===== src/rtl/pipe_pkg.sv =====
// Shared types and constants for the pipeline control slice.
package pipe_pkg;

    typedef enum logic [1:0] {
        RUN    = 2'd0,
        DRAIN  = 2'd1,
        VECTOR = 2'd2
    } state_t;

    localparam logic [3:0] REG_NONE     = 4'hF;
    localparam int         DRAIN_CYCLES = 2;
    // The accept cycle is the first flush cycle, so DRAIN covers the rest.
    localparam logic [1:0] DRAIN_LOAD   = 2'(DRAIN_CYCLES - 1);

    typedef struct packed {
        logic pc_write;
        logic if_id_write;
        logic flush_if;
        logic flush_id;
        logic pc_vec_sel;
        logic epc_capture;
        logic int_ack;
    } ctrl_t;

endpackage


===== src/rtl/hazard_detect.sv =====
// Combinational load-use compare between the EX load and the ID sources.
module hazard_detect
    import pipe_pkg::*;
(
    input  logic       ex_memread_i,
    input  logic [3:0] ex_regdst_i,
    input  logic [3:0] id_rs1_i,
    input  logic [3:0] id_rs2_i,
    output logic       load_use
);

    assign load_use = ex_memread_i && (ex_regdst_i != REG_NONE) &&
                      ((ex_regdst_i == id_rs1_i) || (ex_regdst_i == id_rs2_i));

endmodule


===== src/rtl/pipe_ctrl.sv =====
// Pipeline stall/flush control with a non-interruptible interrupt entry sequence.
module pipe_ctrl
    import pipe_pkg::*;
(
    input  logic       CLK,
    input  logic       RST,
    input  logic       ex_memread_i,
    input  logic [3:0] ex_regdst_i,
    input  logic [3:0] id_rs1_i,
    input  logic [3:0] id_rs2_i,
    input  logic       branch_taken_i,
    input  logic       mem_imem_req_i,
    input  logic       int_req_i,
    input  logic       int_en_i,
    output logic       pc_write_o,
    output logic       if_id_write_o,
    output logic       flush_if_o,
    output logic       flush_id_o,
    output logic       pc_vec_sel_o,
    output logic       epc_capture_o,
    output logic       int_ack_o
);

    state_t     state, state_nx;
    logic [1:0] cnt, cnt_nx;
    logic       pend, pend_nx;
    logic       load_use;
    logic       accept;
    ctrl_t      ctrl;

    hazard_detect u_hazard (
        .ex_memread_i (ex_memread_i),
        .ex_regdst_i  (ex_regdst_i),
        .id_rs1_i     (id_rs1_i),
        .id_rs2_i     (id_rs2_i),
        .load_use     (load_use)
    );

    assign accept = (state == RUN) && pend && int_en_i && !load_use &&
                    !branch_taken_i && !mem_imem_req_i;

    // A new request in the acknowledge cycle stays pending.
    assign pend_nx = int_req_i | (pend & ~ctrl.int_ack);

    always_ff @(posedge CLK or negedge RST) begin
        if (!RST) begin
            state <= RUN;
            cnt   <= 2'd0;
            pend  <= 1'b0;
        end else begin
            state <= state_nx;
            cnt   <= cnt_nx;
            pend  <= pend_nx;
        end
    end

    always_comb begin
        state_nx = state;
        cnt_nx   = cnt;
        case (state)
            RUN: begin
                if (accept) begin
                    state_nx = DRAIN;
                    cnt_nx   = DRAIN_LOAD;
                end
            end
            DRAIN: begin
                // Leave on the cycle the decrement brings the count to zero.
                cnt_nx = (cnt == 2'd0) ? 2'd0 : cnt - 2'd1;
                if (cnt <= 2'd1)
                    state_nx = VECTOR;
            end
            VECTOR:  state_nx = RUN;
            default: state_nx = RUN;
        endcase
    end

    always_comb begin
        ctrl = '0;
        if (!RST) begin
            ctrl.flush_if = 1'b1;
            ctrl.flush_id = 1'b1;
        end else begin
            case (state)
                RUN: begin
                    if (load_use) begin
                        ctrl.flush_id = 1'b1;
                    end else if (branch_taken_i) begin
                        ctrl.pc_write    = 1'b1;
                        ctrl.if_id_write = 1'b1;
                        ctrl.flush_if    = 1'b1;
                    end else if (mem_imem_req_i) begin
                        ctrl.if_id_write = 1'b1;
                        ctrl.flush_if    = 1'b1;
                    end else if (accept) begin
                        ctrl.epc_capture = 1'b1;
                        ctrl.flush_if    = 1'b1;
                        ctrl.flush_id    = 1'b1;
                    end else begin
                        ctrl.pc_write    = 1'b1;
                        ctrl.if_id_write = 1'b1;
                    end
                end
                DRAIN: begin
                    ctrl.flush_if = 1'b1;
                    ctrl.flush_id = 1'b1;
                end
                VECTOR: begin
                    ctrl.pc_vec_sel = 1'b1;
                    ctrl.pc_write   = 1'b1;
                    ctrl.int_ack    = 1'b1;
                    ctrl.flush_if   = 1'b1;
                end
                default: begin
                    ctrl.flush_if = 1'b1;
                    ctrl.flush_id = 1'b1;
                end
            endcase
        end
    end

    assign pc_write_o    = ctrl.pc_write;
    assign if_id_write_o = ctrl.if_id_write;
    assign flush_if_o    = ctrl.flush_if;
    assign flush_id_o    = ctrl.flush_id;
    assign pc_vec_sel_o  = ctrl.pc_vec_sel;
    assign epc_capture_o = ctrl.epc_capture;
    assign int_ack_o     = ctrl.int_ack;

endmodule


===== config.mk =====
export PLATFORM = sky130hd
export DESIGN_NAME = pipe_ctrl
export DESIGN_NICKNAME = d
export VERILOG_FILES = /design/src/rtl/pipe_pkg.sv /design/src/rtl/hazard_detect.sv /design/src/rtl/pipe_ctrl.sv
export SDC_FILE = /design/constraint.sdc
export NUM_CORES = 1
export LEC_CHECK = 0
export CAP_MARGIN = 10
export CORE_UTILIZATION = 30
export CTS_CLUSTER_DIAMETER = 30
export DETAILED_ROUTE_END_ITERATION = 7
export GPL_TIMING_DRIVEN = 0
export PLACE_DENSITY = 0.69
export SYNTH_ARGS = -nofsm -noshare
export SYNTH_HDL_FRONTEND = slang
export SYNTH_HIERARCHICAL = 1
export SYNTH_SLANG_ARGS = --single-unit
export TNS_END_PERCENT = 30

===== constraint.sdc =====
create_clock -name CLK -period 2.1 [get_ports CLK]
set_input_delay 0.42 -clock CLK [delete_from_list [all_inputs] [get_ports CLK]]
set_output_delay 0.42 -clock CLK [all_outputs]
set_load 0.1 [all_outputs]

==> metrics.md <==
| Metric | Value |
|---|---|
| Overflow after GRT | 0 |
| Slew margin rel. | 0.801 |
| Origin of the worst setup path | ex_regdst_i[3] |
| # DRC | 0 |
| Post-synthesis cell area | 395 um2 |
| Vias per Instance | 4.87 |
| GRT Total Usage | 0.183 |
| Critical path launch point type | input pin |
| Final setup viols | 2 |
| Vias | 448 |
| Largest net degree at the start of global routing | 9 |
| Hold WS | 0.166 ns |
| NumNets Final | 98 |
| Critical path type | in2out |
| Average cell area after synthesis | 8.79 um2 |
| Worst-margin pin slew | 0.299 ns |
| Ys Warns | 6 |
| ANT nets after route | 0 |
| Clk_skew | 0.00334 ns |
| Commonest non-fill, non-tap cell in the layout | buf_6 |
| FF-to-FF path depth | 4 |
| Setup ws final | -0.105 ns |
| Status | finished, violations left |
| Rows | 12 |
| Multi-input logic area | 348 um2 |
| First-pass GRT wire length | 1.88 mm |
| CP Max Fanout | 3 |
| Initial core utilization | 0.338 |
| Sequential cell area | 125 um2 |
| Max Fclk | 454 MHz |
| Final min period | 2.20 ns |
| CTS Buf Count | 3 |
| Layout cell share with drive strength beyond 1 | 0.526 |
| Max-cap viol count | 0 |
| 1st-pass router iterations | 5 |
| Synth Net Count | 64 |
| Leak Pwr | 0.401 nW |
| Routed WL | 1.18 mm |
| Critical R2R Launch | state[0] |
| Util after Layout | 0.693 |
| Core area | 0.00117 mm2 |
| Critical Path Sink Type | primary output |
| Peak supply drop | 0.000540 V |
| Commonest cells after routing, fill and taps aside | buf_6, xnor2_2, buf_4, dfrtp_1, buf_2 |
| Die Y-Extent | 38.3 um |
| Reg2reg setup slack | 0.77 ns |
| Total power | 455 uW |
| RSZ-0062 raised after global routing | yes |
| DP Wirelength | 841 um |
| GPL Wtd Cong | 0.721 |
| I/O pin count | 26 |
| PwrDens | 560 mW/mm2 |
| Clk_lat worst skew | 0.24 ns |
| Required time at the worst-slack endpoint | 1.68 ns |
| Clk root buf | clkbuf_4 |
| Starting DRT DRC Count | 10 |
| Post-route clock period utilization | 1.05 |
| CTS H-tree depth | 1 |
| Synth Instances | 45 |
| CTS sink cnt | 5 |
| Port bufs | 25 |
| Synth cell types | 22 |
| Number of global-route vias before repair | 431 |
| Synthesis-stage register bit count | 5 |
| Fillers | 102 |
| Final Hold Fails | 0 |
| Hold crit path type | in2async |
| Clk buf depth | 2 |
| Die Area | 0.00147 mm2 |
| Clk slew on worst S/H paths | 0.04 ns |
| Final slew viol count | 0 |
| Failing checks | setup timing |
| Die Wd | 38.3 um |
| Antenna Cells | 0 |
| Worst R2R End | cnt[0] |
| Sequential element share of the synthesized area | 0.316 |
| Wirelength per Cell | 12.8 um |
| Crit path DAT | 1.78 ns |
| Area grow syn2layout | 105% |
| CTS tree | built |
| Initial antenna violation count | 0 |
==> Yosys cell counts <==
master,instances,area (um2)
o311a_1,1,10.0
nor4_1,1,6.26
and3b_1,1,8.76
nor2b_1,1,6.26
xnor2_1,8,70.1
o21ai_0,3,15.0
and2b_1,1,7.51
dfrtp_1,5,125
a21oi_1,1,5.00
or2b_1,1,7.51
o31a_1,2,17.5
nand2_1,2,7.51
and3_1,1,6.26
buf_4,1,7.51
nor3_1,1,5.00
nand2b_1,2,12.5
a21o_1,2,15.0
inv_1,2,7.51
nand4_1,3,18.8
nor4_2,1,12.5
and2_4,1,8.76
nor2_1,4,15.0
==> routing by layer <==
metal,part of all wire,GRT usage,up-vias
li1,-,-,227
met1,0.43,0.254,200
met2,0.47,0.288,19
met3,0.083,0.0581,2
met4,0.010,0.0179,0
met5,0,0,-
==> worst max-delay path, stage by stage <==
cell and delay (ns):
buf_6 0.11, xnor2_2 0.13, nand4_1 0.16, a21oi_4 0.08
buf_6 0.11, buf_4 0.13, buf_6 0.12, nor4_4 0.26
buf_6 0.26
==> stage by stage <==
step	setup slack [ns]	instance area, um2	setup TNS (ns)	std cells
after floorplan	-0.538	444	-1.51	45
after global placement	-1.50	712	-8.29	84
after detailed placement	-1.51	712	-8.31	84
after CTS	-0.129	776	-0.226	91
after global routing	-0.172	812	-0.345	92
final	-0.105	812	-0.205	92
==> area by class of cell <==
cell class	instances	area share
Clock buffer	4	0.0324
Inverter	2	0.00924
Multi-Input combinational cell	37	0.428
Buffer	1	0.00924
Sequential cell	5	0.154
Tap cell	14	0.0216
Timing Repair Buffer	29	0.345
==> state kept, by name, indices dropped and copies added (netlist names) <==
name and count:
cnt 2, pend 1, state 2
==> kinds of logic (layout without fill, tap and decap cells) <==
group,count (synthesis),after routing,share of synthesized area
AO/OA/AOI/OAI,9,9,0.158
flip-flops,5,5,0.316
XOR/XNOR,8,8,0.177
buffers and inverters,3,36,0.0380
AND/OR/NAND/NOR,20,20,0.310
==> power by group <==
group          total [mW]  internal (mW)  switching [mW]
combinational       0.231         0.0984           0.133
clock               0.109         0.0717          0.0369
sequential          0.115          0.107         0.00869
==> worst max-delay path by stage <==
stage,end,slack [ns],depth (start not counted)
2_1_floorplan,if_id_write_o,-0.54,6
3_3_place_gp,if_id_write_o,-1.50,8
3_5_place_dp,if_id_write_o,-1.51,8
4_1_cts,if_id_write_o,-0.13,8
5_1_grt,if_id_write_o,-0.17,8
6_report,if_id_write_o,-0.10,9
==> repair_timing <==
action / CTS / global route
hold buffers: 0 / 0
resized for setup: 112 / 8
endpoints found under the setup margin: 7 / 5
buffers inserted: 3 / 1
pin swaps: 15 / 8
Note: power is estimated with default switching activity, not from simulation.
==> RTL change 1 (same settings) <==
Re-encode `state_t` (3 states) as one-hot, 3 bits wide.
--- a/src/rtl/pipe_pkg.sv
+++ b/src/rtl/pipe_pkg.sv
@@ -3,6 +3,6 @@
 
-    typedef enum logic [1:0] {
-        RUN    = 2'd0,
-        DRAIN  = 2'd1,
-        VECTOR = 2'd2
+    typedef enum logic [2:0] {
+        RUN    = 3'b001,
+        DRAIN  = 3'b010,
+        VECTOR = 3'b100
     } state_t;
Behaviour: same outputs for any inputs over 10 cycles, from zero or initial values and one cycle with RST low; not proved beyond that.
==> RTL change 1 against the unedited design <==
  * The run still ends with negative setup slack left
  * Worst setup slack gained 0.055 ns
  * Utilization is 7.5 points lower
  * Sequential cell count up 1
  * Count of clock-buffer cells in the layout did not move
  * Wire length down 1.9%
  * Maximum frequency is 2.6% higher
  * Final area rose by 2.8%
  * Area after synthesis grew 14%
  * Power decreased by 6.2%
  * Final cell count rose by 6.5%
==> RTL change 1: results <==
[sta]
fin_worst_skew_ns = 0.00885
setup_ws_ns = -0.0492
setup_tns_ns = -0.0559
worst_slew_pin_slew_ns = 0.280
setup_viol = 2

[power_and_ir_drop]
p_seq_uw = 127
vdd_drop_max_mv = 0.549
p_total_uw = 427
leakage_nw = 0.371
power.share.switching_pct = 35.1

[placed_design]
dpl.cell_count = 90
place_congestion = 0.673
dpl-instance-area_um2 = 746
dp_slack_ns = -1.56

[critical_path]
reg2reg_depth = 3
rrSetupSlack_ns = 0.43
r2r_end = "cnt[1]"
rr_startpoint = "state[0]"

[clocking]
postCtsSetupRepairBufs = 4

[global_route]
gr-usage-met2_pct = 27.8

[run_status]
status = "finished with violations"
violations = "negative setup slack"

[drt]
routedWlPerCell_um = 11.8
dr.pass1.iters = 4
drt-vias-per-instance = 5.04
first_iter_violations = 3

[cells_and_area]
layout.nets = 103
layout-drive-gt1-share_pct = 50.6

[synthesis]
synth-xor-area-share_pct = 15.6
synth_fp_nets = 69
synth-compound-area-share_pct = 18.1
yosysSeqAreaShare_pct = 33.7
ys_top_cells_by_area = "dfrtp_1 28%, xnor2_1 16%, dfstp_2 5.8%, nand4_1 5.6%, a21oi_1 4.5%"
## RTL change 1: cell count changes after synthesis, moves of 2 or more
| cell | unedited run | this run |
|---|---|---|
| a21oi_1 | 1 | 4 |
| nand2b_1 | 2 | 0 |
| o31ai_1 | 0 | 2 |
| o21ai_0 | 3 | 0 |
## RTL change 1: layout make-up
class	count	area (um2)
Multi-Input combinational cell	39	354
Buffer	2	12.5
Timing Repair Buffer	29	260
Sequential cell	6	151
Inverter	3	11.3
Fill cell	121	515
Clock buffer	4	26.3
Tap cell	15	18.8
## RTL change 1: critical path, cell delays in order
cell	delay, ns
buf_4	0.12
xnor2_1	0.12
nand4_1	0.14
a21oi_4	0.08
or4_4	0.47
a21oi_4	0.19
buf_12	0.18
## RTL change 1: routing by layer
| layer | routed length [um] | up-vias |
|---|---|---|
| met2 | 593 | 14 |
| met1 | 503 | 232 |
| met5 | 0 | - |
| met3 | 61 | 0 |
| met4 | 0 | 0 |
| li1 | - | 248 |
==> RTL change 2 (same flow settings) <==
Without the edit above. Make the reset (`RST`) synchronous in one clocked block.
--- a/src/rtl/pipe_ctrl.sv
+++ b/src/rtl/pipe_ctrl.sv
@@ -44,3 +44,3 @@
 
-    always_ff @(posedge CLK or negedge RST) begin
+    always_ff @(posedge CLK) begin
         if (!RST) begin
Behaviour: no difference found for any inputs over 10 cycles, from zero or initial values and one cycle with RST low; that may be too few to reach the edited logic, so the function may still have changed.
==> RTL change 2 against the unedited design <==
  * Wire length fell by 5.5%
  * Sequential cell count did not move
  * Worst setup slack improved by 0.16 ns
  * Final area rose by 2.8%
  * Hold slack improved by 0.34 ns
  * Count of clock-buffer cells in the layout did not move
  * Power fell by 15%
  * Area after synthesis rose by 2.2%
  * Synthesized cell count rose by 4.4%
  * Critical endpoint is now flush_if_o
==> RTL change 2: results <==
[cells_and_area]
layout-drive-gt1-share_pct = 57.0
layout.nets = 99
reg_top3 = "cnt x2, state x2, pend x1"
fillers = 91

[clocking]
ctsResizeCount = 88
cts_root_buf = "clkbuf_4"
postCtsSetupRepairBufs = 2

[drt]
met1_length_um = 446
dr_wl_met2_um = 640
first_iter_violations = 1
dr.pass1.iters = 2
routed_wl_mm = 1.12
top_layer = "met3"
drt-vias-per-instance = 4.80

[synthesis]
async_flop_share_pct = 0
yosysSeqAreaShare_pct = 24.8
synth_fp_nets = 66
ys_top_cells_by_area = "dfxtp_1 25%, xnor2_1 17%, and2b_1 5.6%, a21oi_1 5.0%, nand4_1 4.6%"
ys_types = 24
synth_ff_type = "dfxtp_1"
synth-xor-area-share_pct = 17.3
synth_commonest_cells = "8 x xnor2_1, 5 x dfxtp_1, 4 x a21oi_1"

[critical_path]
rr_startpoint = "state[1]"
slowest_delay_ns = 0.46
crit_path_end = "flush_if_o"
rrSetupSlack_ns = 0.83
slowest_stage = "clkdlybuf4s50_1"
crit_path_start = "int_en_i"
reg2reg_depth = 5
path_max_fanout = 4
cp.arrival_ns = 1.62
r2r_end = "cnt[1]"

[global_route]
gr-usage-met1_pct = 19.3
gr-usage-met2_pct = 29.6
grtUsageTotal_pct = 17.3
grt_pass1_wl_mm = 1.75
grtUsageMet3_pct = 3.47
grt_pass1_vias = 438

[power_and_ir_drop]
vdd_drop_max_mv = 0.337
leakage_nw = 0.373
p_switching_uw = 134
comb_power_uw = 183
p_int_uw = 254

[run_status]
status = "finished, final reports clean"

[placed_design]
port_buffers = 25
dp_hpwl_um = 790
place_congestion = 0.630

[worst_hold_path]
worstHoldPathType = "flop to flop"
holdPathStages = 1

[sta]
worst_slew_pin_slew_ns = 0.277
fin_worst_skew_ns = 0.00271
## RTL change 2: cell types whose count changed after synthesis, sizes merged, moves of 3 or more
cell / before / now
dfrtp: 5 / 0
dfxtp: 0 / 5
a21oi: 1 / 4
nor2: 4 / 1
## RTL change 2: cell type report
type	count	area share (%)
multi-input combinational	40	49.9
timing repair buffer	28	31.5
sequential	5	12.0
clock buffer	4	3.15
tap	14	2.10
buffer	1	0.900
inverter	1	0.450
## RTL change 2: stage by stage
| stage | area [um2] | std cells | setup slack, ns | hold WS [ns] |
|---|---|---|---|---|
| floorplan | 423 | 47 | -0.295 | 0.455 |
| global placement | 691 | 86 | -1.40 | 0.485 |
| detailed placement | 691 | 86 | -1.42 | 0.483 |
| CTS | 751 | 92 | 0.00442 | 0.507 |
| global route | 835 | 93 | 0.00271 | 0.523 |
| finish | 835 | 93 | 0.0554 | 0.502 |
